<file path="src/rtl/uart_pkg.sv">
// Shared types and line-level constants for the UART console controller.
package uart_pkg;

    typedef enum logic [1:0] {
        IDLE,
        START,
        DATA,
        STOP
    } uart_state_t;

    localparam int   DATA_BITS = 8;
    localparam logic START_LVL = 1'b0;
    localparam logic STOP_LVL  = 1'b1;

endpackage

</file>
<file path="src/rtl/uart_fifo.sv">
// Small register-array FIFO with a combinational head; one instance each for TX and RX.
module uart_fifo #(
    parameter int WIDTH = 8,
    parameter int AW    = 2
) (
    input  logic             clk,
    input  logic             rst_n,
    input  logic             push,
    input  logic             pop,
    input  logic [WIDTH-1:0] wdata,
    output logic [WIDTH-1:0] head,
    output logic             full,
    output logic             empty
);

    logic [WIDTH-1:0] mem [2**AW];
    logic [AW:0]      wr_ptr;
    logic [AW:0]      rd_ptr;
    logic             do_push;
    logic             do_pop;

    assign empty   = (wr_ptr == rd_ptr);
    assign full    = (wr_ptr[AW] != rd_ptr[AW]) && (wr_ptr[AW-1:0] == rd_ptr[AW-1:0]);
    assign head    = mem[rd_ptr[AW-1:0]];
    // A pop in the same cycle frees a slot, so a push on a full FIFO still lands.
    assign do_pop  = pop && !empty;
    assign do_push = push && (!full || do_pop);

    always_ff @(posedge clk or negedge rst_n) begin
        if (!rst_n) begin
            wr_ptr <= '0;
            rd_ptr <= '0;
        end else begin
            if (do_push) wr_ptr <= wr_ptr + (AW+1)'(1);
            if (do_pop)  rd_ptr <= rd_ptr + (AW+1)'(1);
        end
    end

    always_ff @(posedge clk) begin
        if (do_push) mem[wr_ptr[AW-1:0]] <= wdata;
    end

endmodule

</file>
<file path="src/rtl/uart_ctrl.sv">
// UART console controller: CPU-side FIFOs, 8N1 serialiser and deserialiser.
// tx_ready/rx_avail drive the microcode jump inputs directly.
module uart_ctrl
    import uart_pkg::*;
#(
    parameter int DIVISOR = 16,
    parameter int FIFO_AW = 2
) (
    input  logic       i_clk,
    input  logic       reset,
    input  logic [7:0] din,
    input  logic       wr_n,
    input  logic       rd_n,
    output logic [7:0] dout,
    output logic       txd,
    input  logic       rxd,
    output logic       tx_ready,
    output logic       rx_avail,
    output logic       rx_ovf,
    output logic       rx_ferr
);

    localparam int            TW       = $clog2(DIVISOR);
    localparam logic [TW-1:0] BIT_END  = TW'(DIVISOR - 1);
    localparam logic [TW-1:0] HALF_END = TW'(DIVISOR / 2 - 1);
    localparam logic [2:0]    LAST_BIT = 3'(DATA_BITS - 1);

    logic wr_n_q, rd_n_q;
    logic wr_fall, rd_fall;

    logic [DATA_BITS-1:0] tx_head;
    logic                 tx_full, tx_empty, tx_pop;
    uart_state_t          tx_state;
    logic [TW-1:0]        tx_timer;
    logic [2:0]           tx_bit_cnt;
    logic [DATA_BITS-1:0] tx_shift;
    logic                 tx_bit_end;

    logic [1:0]           rx_sync;
    logic                 rxd_s, rxd_prev;
    logic [DATA_BITS-1:0] rx_head;
    logic                 rx_full, rx_empty, rx_push;
    uart_state_t          rx_state;
    logic [TW-1:0]        rx_timer;
    logic [2:0]           rx_bit_cnt;
    logic [DATA_BITS-1:0] rx_shift;
    logic                 rx_break;
    logic                 rx_bit_end;

    // Strobes act once per high->low transition, however long they stay low.
    always_ff @(posedge i_clk or negedge reset) begin
        if (!reset) begin
            wr_n_q <= 1'b1;
            rd_n_q <= 1'b1;
        end else begin
            wr_n_q <= wr_n;
            rd_n_q <= rd_n;
        end
    end

    assign wr_fall = wr_n_q && !wr_n;
    assign rd_fall = rd_n_q && !rd_n;

    uart_fifo #(.WIDTH(DATA_BITS), .AW(FIFO_AW)) u_tx_fifo (
        .clk   (i_clk),
        .rst_n (reset),
        .push  (wr_fall),
        .pop   (tx_pop),
        .wdata (din),
        .head  (tx_head),
        .full  (tx_full),
        .empty (tx_empty)
    );

    assign tx_bit_end = (tx_timer == BIT_END);
    assign tx_pop     = !tx_empty && ((tx_state == IDLE) || (tx_state == STOP && tx_bit_end));

    always_ff @(posedge i_clk or negedge reset) begin
        if (!reset) begin
            tx_state   <= IDLE;
            tx_timer   <= '0;
            tx_bit_cnt <= '0;
            tx_shift   <= '0;
            txd        <= STOP_LVL;
        end else begin
            case (tx_state)
                IDLE: begin
                    if (!tx_empty) begin
                        tx_state <= START;
                        tx_shift <= tx_head;
                        tx_timer <= '0;
                        txd      <= START_LVL;
                    end
                end
                START: begin
                    if (tx_bit_end) begin
                        tx_state   <= DATA;
                        tx_timer   <= '0;
                        tx_bit_cnt <= '0;
                        txd        <= tx_shift[0];
                    end else begin
                        tx_timer <= tx_timer + TW'(1);
                    end
                end
                DATA: begin
                    if (tx_bit_end) begin
                        tx_timer <= '0;
                        if (tx_bit_cnt == LAST_BIT) begin
                            tx_state <= STOP;
                            txd      <= STOP_LVL;
                        end else begin
                            tx_bit_cnt <= tx_bit_cnt + 3'd1;
                            tx_shift   <= tx_shift >> 1;
                            txd        <= tx_shift[1];
                        end
                    end else begin
                        tx_timer <= tx_timer + TW'(1);
                    end
                end
                STOP: begin
                    if (tx_bit_end) begin
                        tx_timer <= '0;
                        // Chain straight into the next start bit when more data waits.
                        if (!tx_empty) begin
                            tx_state <= START;
                            tx_shift <= tx_head;
                            txd      <= START_LVL;
                        end else begin
                            tx_state <= IDLE;
                        end
                    end else begin
                        tx_timer <= tx_timer + TW'(1);
                    end
                end
                default: tx_state <= IDLE;
            endcase
        end
    end

    // rxd is asynchronous; two flops before anything looks at it.
    always_ff @(posedge i_clk or negedge reset) begin
        if (!reset) begin
            rx_sync  <= 2'b11;
            rxd_prev <= 1'b1;
        end else begin
            rx_sync  <= {rx_sync[0], rxd};
            rxd_prev <= rxd_s;
        end
    end

    assign rxd_s      = rx_sync[1];
    assign rx_bit_end = (rx_timer == BIT_END);
    assign rx_push    = (rx_state == STOP) && !rx_break && rx_bit_end && (rxd_s == STOP_LVL);

    uart_fifo #(.WIDTH(DATA_BITS), .AW(FIFO_AW)) u_rx_fifo (
        .clk   (i_clk),
        .rst_n (reset),
        .push  (rx_push),
        .pop   (rd_fall),
        .wdata (rx_shift),
        .head  (rx_head),
        .full  (rx_full),
        .empty (rx_empty)
    );

    always_ff @(posedge i_clk or negedge reset) begin
        if (!reset) begin
            rx_state   <= IDLE;
            rx_timer   <= '0;
            rx_bit_cnt <= '0;
            rx_shift   <= '0;
            rx_break   <= 1'b0;
            rx_ovf     <= 1'b0;
            rx_ferr    <= 1'b0;
        end else begin
            case (rx_state)
                IDLE: begin
                    if (rxd_prev && !rxd_s) begin
                        rx_state <= START;
                        rx_timer <= '0;
                    end
                end
                START: begin
                    if (rx_timer == HALF_END) begin
                        rx_timer   <= '0;
                        rx_bit_cnt <= '0;
                        rx_state   <= (rxd_s == START_LVL) ? DATA : IDLE;
                    end else begin
                        rx_timer <= rx_timer + TW'(1);
                    end
                end
                DATA: begin
                    if (rx_bit_end) begin
                        rx_timer <= '0;
                        rx_shift <= {rxd_s, rx_shift[DATA_BITS-1:1]};
                        if (rx_bit_cnt == LAST_BIT) rx_state <= STOP;
                        else                        rx_bit_cnt <= rx_bit_cnt + 3'd1;
                    end else begin
                        rx_timer <= rx_timer + TW'(1);
                    end
                end
                STOP: begin
                    // After a framing error, hold here until the line is idle again.
                    if (rx_break) begin
                        if (rxd_s == STOP_LVL) begin
                            rx_break <= 1'b0;
                            rx_state <= IDLE;
                        end
                    end else if (rx_bit_end) begin
                        if (rxd_s == STOP_LVL) begin
                            rx_state <= IDLE;
                            if (rx_full && !rd_fall) rx_ovf <= 1'b1;
                        end else begin
                            rx_ferr  <= 1'b1;
                            rx_break <= 1'b1;
                        end
                    end else begin
                        rx_timer <= rx_timer + TW'(1);
                    end
                end
                default: rx_state <= IDLE;
            endcase
        end
    end

    assign tx_ready = !tx_full;
    assign rx_avail = !rx_empty;
    assign dout     = rx_empty ? 8'h00 : rx_head;

endmodule

</file>
<file path="config.mk">
export PLATFORM = sky130hd
export DESIGN_NAME = uart_ctrl
export DESIGN_NICKNAME = d
export VERILOG_FILES = /design/src/rtl/uart_pkg.sv /design/src/rtl/uart_fifo.sv /design/src/rtl/uart_ctrl.sv
export SDC_FILE = /design/constraint.sdc
export NUM_CORES = 1
export LEC_CHECK = 0
export BUFFER_PORTS_ARGS = -buffer_cell sky130_fd_sc_hd__buf_4
export CORE_UTILIZATION = 35
export CTS_CLUSTER_DIAMETER = 50
export DETAILED_ROUTE_END_ITERATION = 7
export GPL_ROUTABILITY_DRIVEN = 1
export PLACE_DENSITY = 0.56
export SETUP_SLACK_MARGIN = 0.02
export SLEW_MARGIN = 20
export SYNTH_ARGS = -nofsm -noshare
export SYNTH_HDL_FRONTEND = slang
export SYNTH_SLANG_ARGS = --single-unit
</file>
<file path="constraint.sdc">
create_clock -name i_clk -period 6.45 [get_ports i_clk]
set_input_delay 1.29 -clock i_clk [delete_from_list [all_inputs] [get_ports i_clk]]
set_output_delay 1.29 -clock i_clk [all_outputs]
set_load 0.02 [all_outputs]
</file>
### Word level (Yosys, flattened, before mapping)

Memory sizes are Yosys's and may differ from the RTL's.
Index checks and enable logic that the tools add are counted.

* output and inout bits: 13
* memories kept: 2
* logic and storage cells: 158
* input bits: 13
* bits in registers: 55
* bits in writable memories: 64

* multiplexer cells: 52
* add/subtract/negate cells: 8
* reductions and logical operators: 43
* equal/unequal tests: 31
* bitwise gates (word level): 2

Memories
* u_rx_fifo.mem: words 4, bits a word 8, read ports 1, clocked after memory_dff 0, write ports 1, RTL line uart_fifo.sv:16 `logic [WIDTH-1:0] mem [2**AW];`
* u_tx_fifo.mem: words 4, bits a word 8, read ports 1, clocked after memory_dff 0, write ports 1, RTL line uart_fifo.sv:16

Operators by type and width (number)
* 2-to-1 mux 8 bit: 5
* 2-to-1 mux 4 bit: 7
* 2-to-1 mux 2 bit: 13
* != test 2 bit (second input constant): 13
* case mux 8 bit (3 select lines): 1
* adder 3 x 1 -> 3 bit (second input constant): 6
* 2-to-1 mux 3 bit: 6
* case mux 2 bit (4 select lines): 2
* case mux 4 bit (4 select lines): 1
* AND reduction 4 bit: 4
* logical AND 1 bit: 15
* AND reduction 5 bit: 3
* 2-to-1 mux 1 bit: 13
* case mux 3 bit (2 select lines): 2
* zero test 1 bit: 9
* adder 4 x 1 -> 4 bit (second input constant): 2
* equality test 2 bit (second input constant): 4
* equality test 4 bit (second input constant): 2
* case mux 4 bit (2 select lines): 1
* equality test 3 bit: 2
* equality test 3 bit (second input constant): 2
* AND reduction 3 bit: 2
* equality test 2 x 1 -> 1 bit (second input constant): 2
* equality test 2 bit: 2
* other kinds (11): 17

### Depth between registers and ports, before layout

* depth after elaboration: 9
* mapped depth: 6
* gate-level depth less buffers: 6

### Modules after synthesis

A second synthesis with hierarchy kept.

* cells, all modules: 388
* area, all modules: 5456.5 µm²

By module, submodules not included
* uart_ctrl: instances 1, area each 2222.1 µm², cells an instance 209, sequential area each 1083.5 µm²
* uart_fifo at u_tx_fifo: instances 1, area each 1620.3 µm², cells an instance 90, sequential area each 1111.1 µm²
* uart_fifo at u_rx_fifo: instances 1, area each 1614.0 µm², cells an instance 89, sequential area each 1111.1 µm²

### Worst setup path before layout

No wires, ideal clock.

* kind: reg2out
* from: reg u_rx_fifo.rd_ptr[0]
* to: out rx_avail
* path slack: 3.824 ns
* required time: 5.160 ns
* buffers on the path: 2
* arrival: 1.336 ns
* stages on the path, launching flop included: 6
* path through: dfrtp_1 -> buf_6 -> xor2_1 -> nor3b_1 -> clkbuf_1 -> inv_1

* longest elaborated chain between the ends: 2

Ends and longest elaborated chain
* start: declaration: RTL line uart_fifo.sv:18 `logic [AW:0] rd_ptr;`
* start signal: assignment: RTL line uart_fifo.sv:35 `if (do_pop) rd_ptr <= rd_ptr + (AW+1)'(1);`
* equality test 3 bit: RTL line uart_fifo.sv:22 `assign empty = (wr_ptr == rd_ptr);`
* zero test 1 bit: RTL line uart_ctrl.sv:227 `assign rx_avail = !rx_empty;`
* end: declaration: RTL line uart_ctrl.sv:18 `output logic rx_avail,`

Every way passes these cells.

### Worst setup path after layout

* from: reg u_rx_fifo.rd_ptr[0]
* to: out dout[5]

* longest elaborated chain between the ends: 2
* elaborated cells between the ends (all ways): 3
* those cells by class: eq/ne: 1; mux: 1; memory: 1

Ends and longest elaborated chain
* memory read (4 x 8 bit) or equality test 3 bit (tied branches)
* 2-to-1 mux 8 bit *: RTL line uart_ctrl.sv:228 `assign dout = rx_empty ? 8'h00 : rx_head;`
* end: declaration: RTL line uart_ctrl.sv:14 `output logic [7:0] dout,`

Mark *: on every way between the ends. The rest lies on a longest branch, timed or not.

==> out/metrics.csv <==
stage,metric,value,unit
floorplan,Row Count,44,
layout,Post-Layout Cell Count,597,
power,worst vdd ir,0.193,mV
routing,WL final,9410,µm
critical_path,R2R Path Start,u_rx_fifo.rd_ptr[0]$_DFFE_PN0P_,
global_route,Global Route Usage Sum,13.2,%
layout,Antenna diodes,0,
routing,Initial DRT Pass Iterations,4,
timing,"Slew Viols, Final",0,
critical_path,Worst setup SP type,flop,
synthesis,Synth async-reset ratio,46.2,%
cts,Skew-Pair Late Insertion Delay,0.42,ns
outcome,status,"complete, no violations",
global_route,number of global-route vias before repair,3102,
critical_path,crit path buf inv count,1,
synthesis,Synth top area share,35.9,%
critical_path,Worst Setup SP,u_rx_fifo.rd_ptr[0]$_DFFE_PN0P_,
cts,hold buffers post-CTS,0,
global_route,antenna violations before repair,0,
synthesis,syn nets,403,
floorplan,Die H,126,µm
synthesis,Post-synth EDFFs,64,
synthesis,Netlist Area Pre-Place,0.00536,mm²
floorplan,Die X,126,µm
cts,total CTS buffers,17,
min_path,min-delay worst type,flop to flop,
critical_path,CP Depth,4,
global_route,GR Overflow Total,0,
timing,RSZ-0062 raised after global routing,no,
routing,"antenna viol nets, final",0,
power,Lkg Pwr,2.45,nW
critical_path,Critical Path RT,5.16,ns
global_route,largest net degree at the start of global routing,56,
layout,synthesis-to-finish area growth,17.8,%
critical_path,Setup crit end,dout[5],
cts,CTS HTree Levels,4,
timing,clk_skew,0.00737,ns
timing,setup violation total in the final timing report,0,
timing,final worst path period need,3.47,ns
placed_design,final RePlAce weighted congestion,0.734,
routing,vias,3035,
floorplan,I/O pins,26,
floorplan,die area,0.0158,mm²
critical_path,"Worst Path Class, Setup",flop to output port,
layout,layout cells sized above 1,25.4,%
critical_path,"Max FO, Critical Path",11,
timing,final worst-path cycle share,53.8,%
synthesis,Mapped Cells,368,
synthesis,ys flop type,edfxtp_1,
layout,Post-layout nets,435,
synthesis,Yosys cell types,57,
critical_path,Critical Path Max Stage Delay,0.74,ns
routing,detailed-route DRC error count,0,
placed_design,Cell Count Post-Placement,565,
floorplan,Initial Util,36.3,%
timing,Fmax achieved,0.288,GHz
job,Max-Cap Viols,0,
cts,Post-CTS Resized,0,
floorplan,Core ar.,0.0148,mm²
timing,Worst Tran Pin Value,0.829,ns
critical_path,FF-to-FF setup slack,3.94,ns
synthesis,Syn Area/Cell,14.6,µm²
timing,headroom to the max-slew limit,44.2,%
cts,post-CTS setup buffer count,0,
critical_path,Worst Path Arrival,2.18,ns
critical_path,CP max-delay cell,dfrtp_1,
cts,clock tree buffer depth,2,
cts,clock-pin slew on the worst setup and hold paths,0.05,ns
critical_path,R2R Path End,u_rx_fifo.mem[2][1]$_DFFE_PP_,
synthesis,sequential share of the synthesized area,61.7,%
synthesis,"Warnings, synthesis",0,
routing,number of DRC markers in iteration 0,149,
critical_path,Top delay family on crit path,flip-flops,
timing,Final Hold Fails,0,
critical_path,"Cell Chain, Critical Path",xor2_1 > nor3b_2 > nor2b_1 > buf_4,
cts,clock root cell,clkbuf_16,
cts,CTS sink cnt,119,
placed_design,HPWL Detailed,6080,µm
power,PwrDens,422,mW/mm²
placed_design,PortBufs,25,
synthesis,most area-consuming cells after synthesis,"edfxtp_1, dfrtp_1, mux4_2, ha_1, dfstp_2",
routing,drt via density,5.08,
cts,TritonCTS clock tree,built,
critical_path,CP Capture Type,output port,
routing,drt wl/cell,15.8,µm
synthesis,Seq cells post-synth,119,
critical_path,Worst R2R Path Depth,4,
timing,setup TNS,0,ns
synthesis,Yosys top cell by area,edfxtp_1,
global_route,first-pass GRT wire length,15800,µm
[cells in the mapped netlist, types with 3 or more instances]
| library cell | count |
|---|---|
| mux4_2 | 16 |
| xor2_1 | 7 |
| nand3_1 | 8 |
| dfstp_2 | 6 |
| mux2_2 | 12 |
| nand2b_1 | 5 |
| dfrtp_1 | 49 |
| a211oi_1 | 15 |
| clkbuf_1 | 6 |
| and2_1 | 6 |
| o2bb2ai_1 | 5 |
| nor2b_1 | 19 |
| buf_6 | 3 |
| ha_1 | 22 |
| a31o_2 | 3 |
| nand2_1 | 18 |
| nor2_1 | 6 |
| inv_1 | 12 |
| xnor2_1 | 9 |
| o21ai_0 | 11 |
| edfxtp_1 | 64 |
| a31oi_1 | 3 |
| a21oi_1 | 14 |
| a22o_1 | 4 |
| nor3_1 | 3 |
[placed cells by master, fill, tap and decap left out, drive strengths merged, types with 3 or more instances in the layout]
cell type  count
a211oi        16
a21oi         14
a22o           5
a31o           3
a31oi          3
and2           7
buf           25
bufinv         3
clkbuf        18
clkinv         5
clkinvlp       4
dfrtp         49
dfstp          6
edfxtp        64
ha            22
inv           14
mux2          13
mux4          16
nand2         18
nand2b         5
nand3          9
nor2           7
nor2b         19
nor3           5
nor3b          3
o21ai         12
o2bb2ai        5
xnor2          9
xor2           7
[where the power goes]
part	internal [mW]	switching, mW
logic	0.332	0.338
registers	0.908	0.133
clock network	0.608	0.344
total	1.85	0.815
[cell families (layout without fill, tap and decap cells)]
| logic type | Yosys count | count (layout) | synth area share [%] |
|---|---|---|---|
| and+or+nand+nor | 84 | 84 | 9.17 |
| AOI/OAI and AO/OA | 72 | 72 | 9.31 |
| DFF | 119 | 119 | 61.7 |
| xor gates and xnor gates | 16 | 16 | 2.61 |
| adders and majority gates | 22 | 22 | 5.14 |
| muxes | 31 | 31 | 9.90 |
| buffers and inverters | 24 | 69 | 2.19 |
[through the flow]
step / power [mW] / hold slack (ns) / cell area (µm²) / utilization, % / setup slack (ns)
final: 2.66 / 0.357 / 6310 / 42.8 / 2.98
after CTS: 2.70 / 0.358 / 6310 / 42.8 / 2.48
after floorplan: 1.53 / 0.345 / 5360 / - / 3.82
after detailed placement: 1.73 / 0.350 / 5710 / 38.7 / 2.93
after global routing: 2.82 / 0.367 / 6310 / 42.8 / 2.66
after global placement: 1.71 / 0.347 / 5710 / 38.7 / 3.06
[sequential cells by signal (all words and copies together), names as in the netlist, 2 cells and up, named ones only]
| name | cells |
|---|---|
| rx_bit_cnt | 3 |
| rx_shift | 8 |
| rx_sync | 2 |
| rx_timer | 4 |
| tx_bit_cnt | 3 |
| tx_shift | 8 |
| tx_state | 2 |
| tx_timer | 4 |
| u_rx_fifo.mem | 32 |
| u_rx_fifo.rd_ptr | 3 |
| u_rx_fifo.wr_ptr | 3 |
| u_tx_fifo.mem | 32 |
| u_tx_fifo.rd_ptr | 3 |
| u_tx_fifo.wr_ptr | 3 |
[layer usage]
layer,routed length (µm),global-route usage (%),vias to the layer above
met5,0,0,-
met4,163,6.38,0
met3,301,4.25,14
met2,4600,22.0,54
met1,4340,15.6,1501
li1,-,-,1466
[worst min path at each step]
stage	start	end	cells past startpoint
2_1_floorplan	rx_sync[0]$_DFF_PN1_	rx_sync[1]$_DFF_PN1_	0
3_3_place_gp	rx_sync[0]$_DFF_PN1_	rx_sync[1]$_DFF_PN1_	0
3_5_place_dp	rx_sync[0]$_DFF_PN1_	rx_sync[1]$_DFF_PN1_	0
4_1_cts	rx_sync[0]$_DFF_PN1_	rx_sync[1]$_DFF_PN1_	0
5_1_grt	rx_sync[0]$_DFF_PN1_	rx_sync[1]$_DFF_PN1_	0
6_report	rx_sync[0]$_DFF_PN1_	rx_sync[1]$_DFF_PN1_	0
[final cells by class]
cell class | instances | area [µm²]
Fill cell | 1342 | 8440
Sequential cell | 119 | 3310
Multi-Input combinational cell | 225 | 1940
Clock buffer | 18 | 429
Tap cell | 184 | 230
Timing Repair Buffer | 25 | 188
Clock inverter | 14 | 174
Inverter | 12 | 45.0
Power figures use the tool's default switching activity.
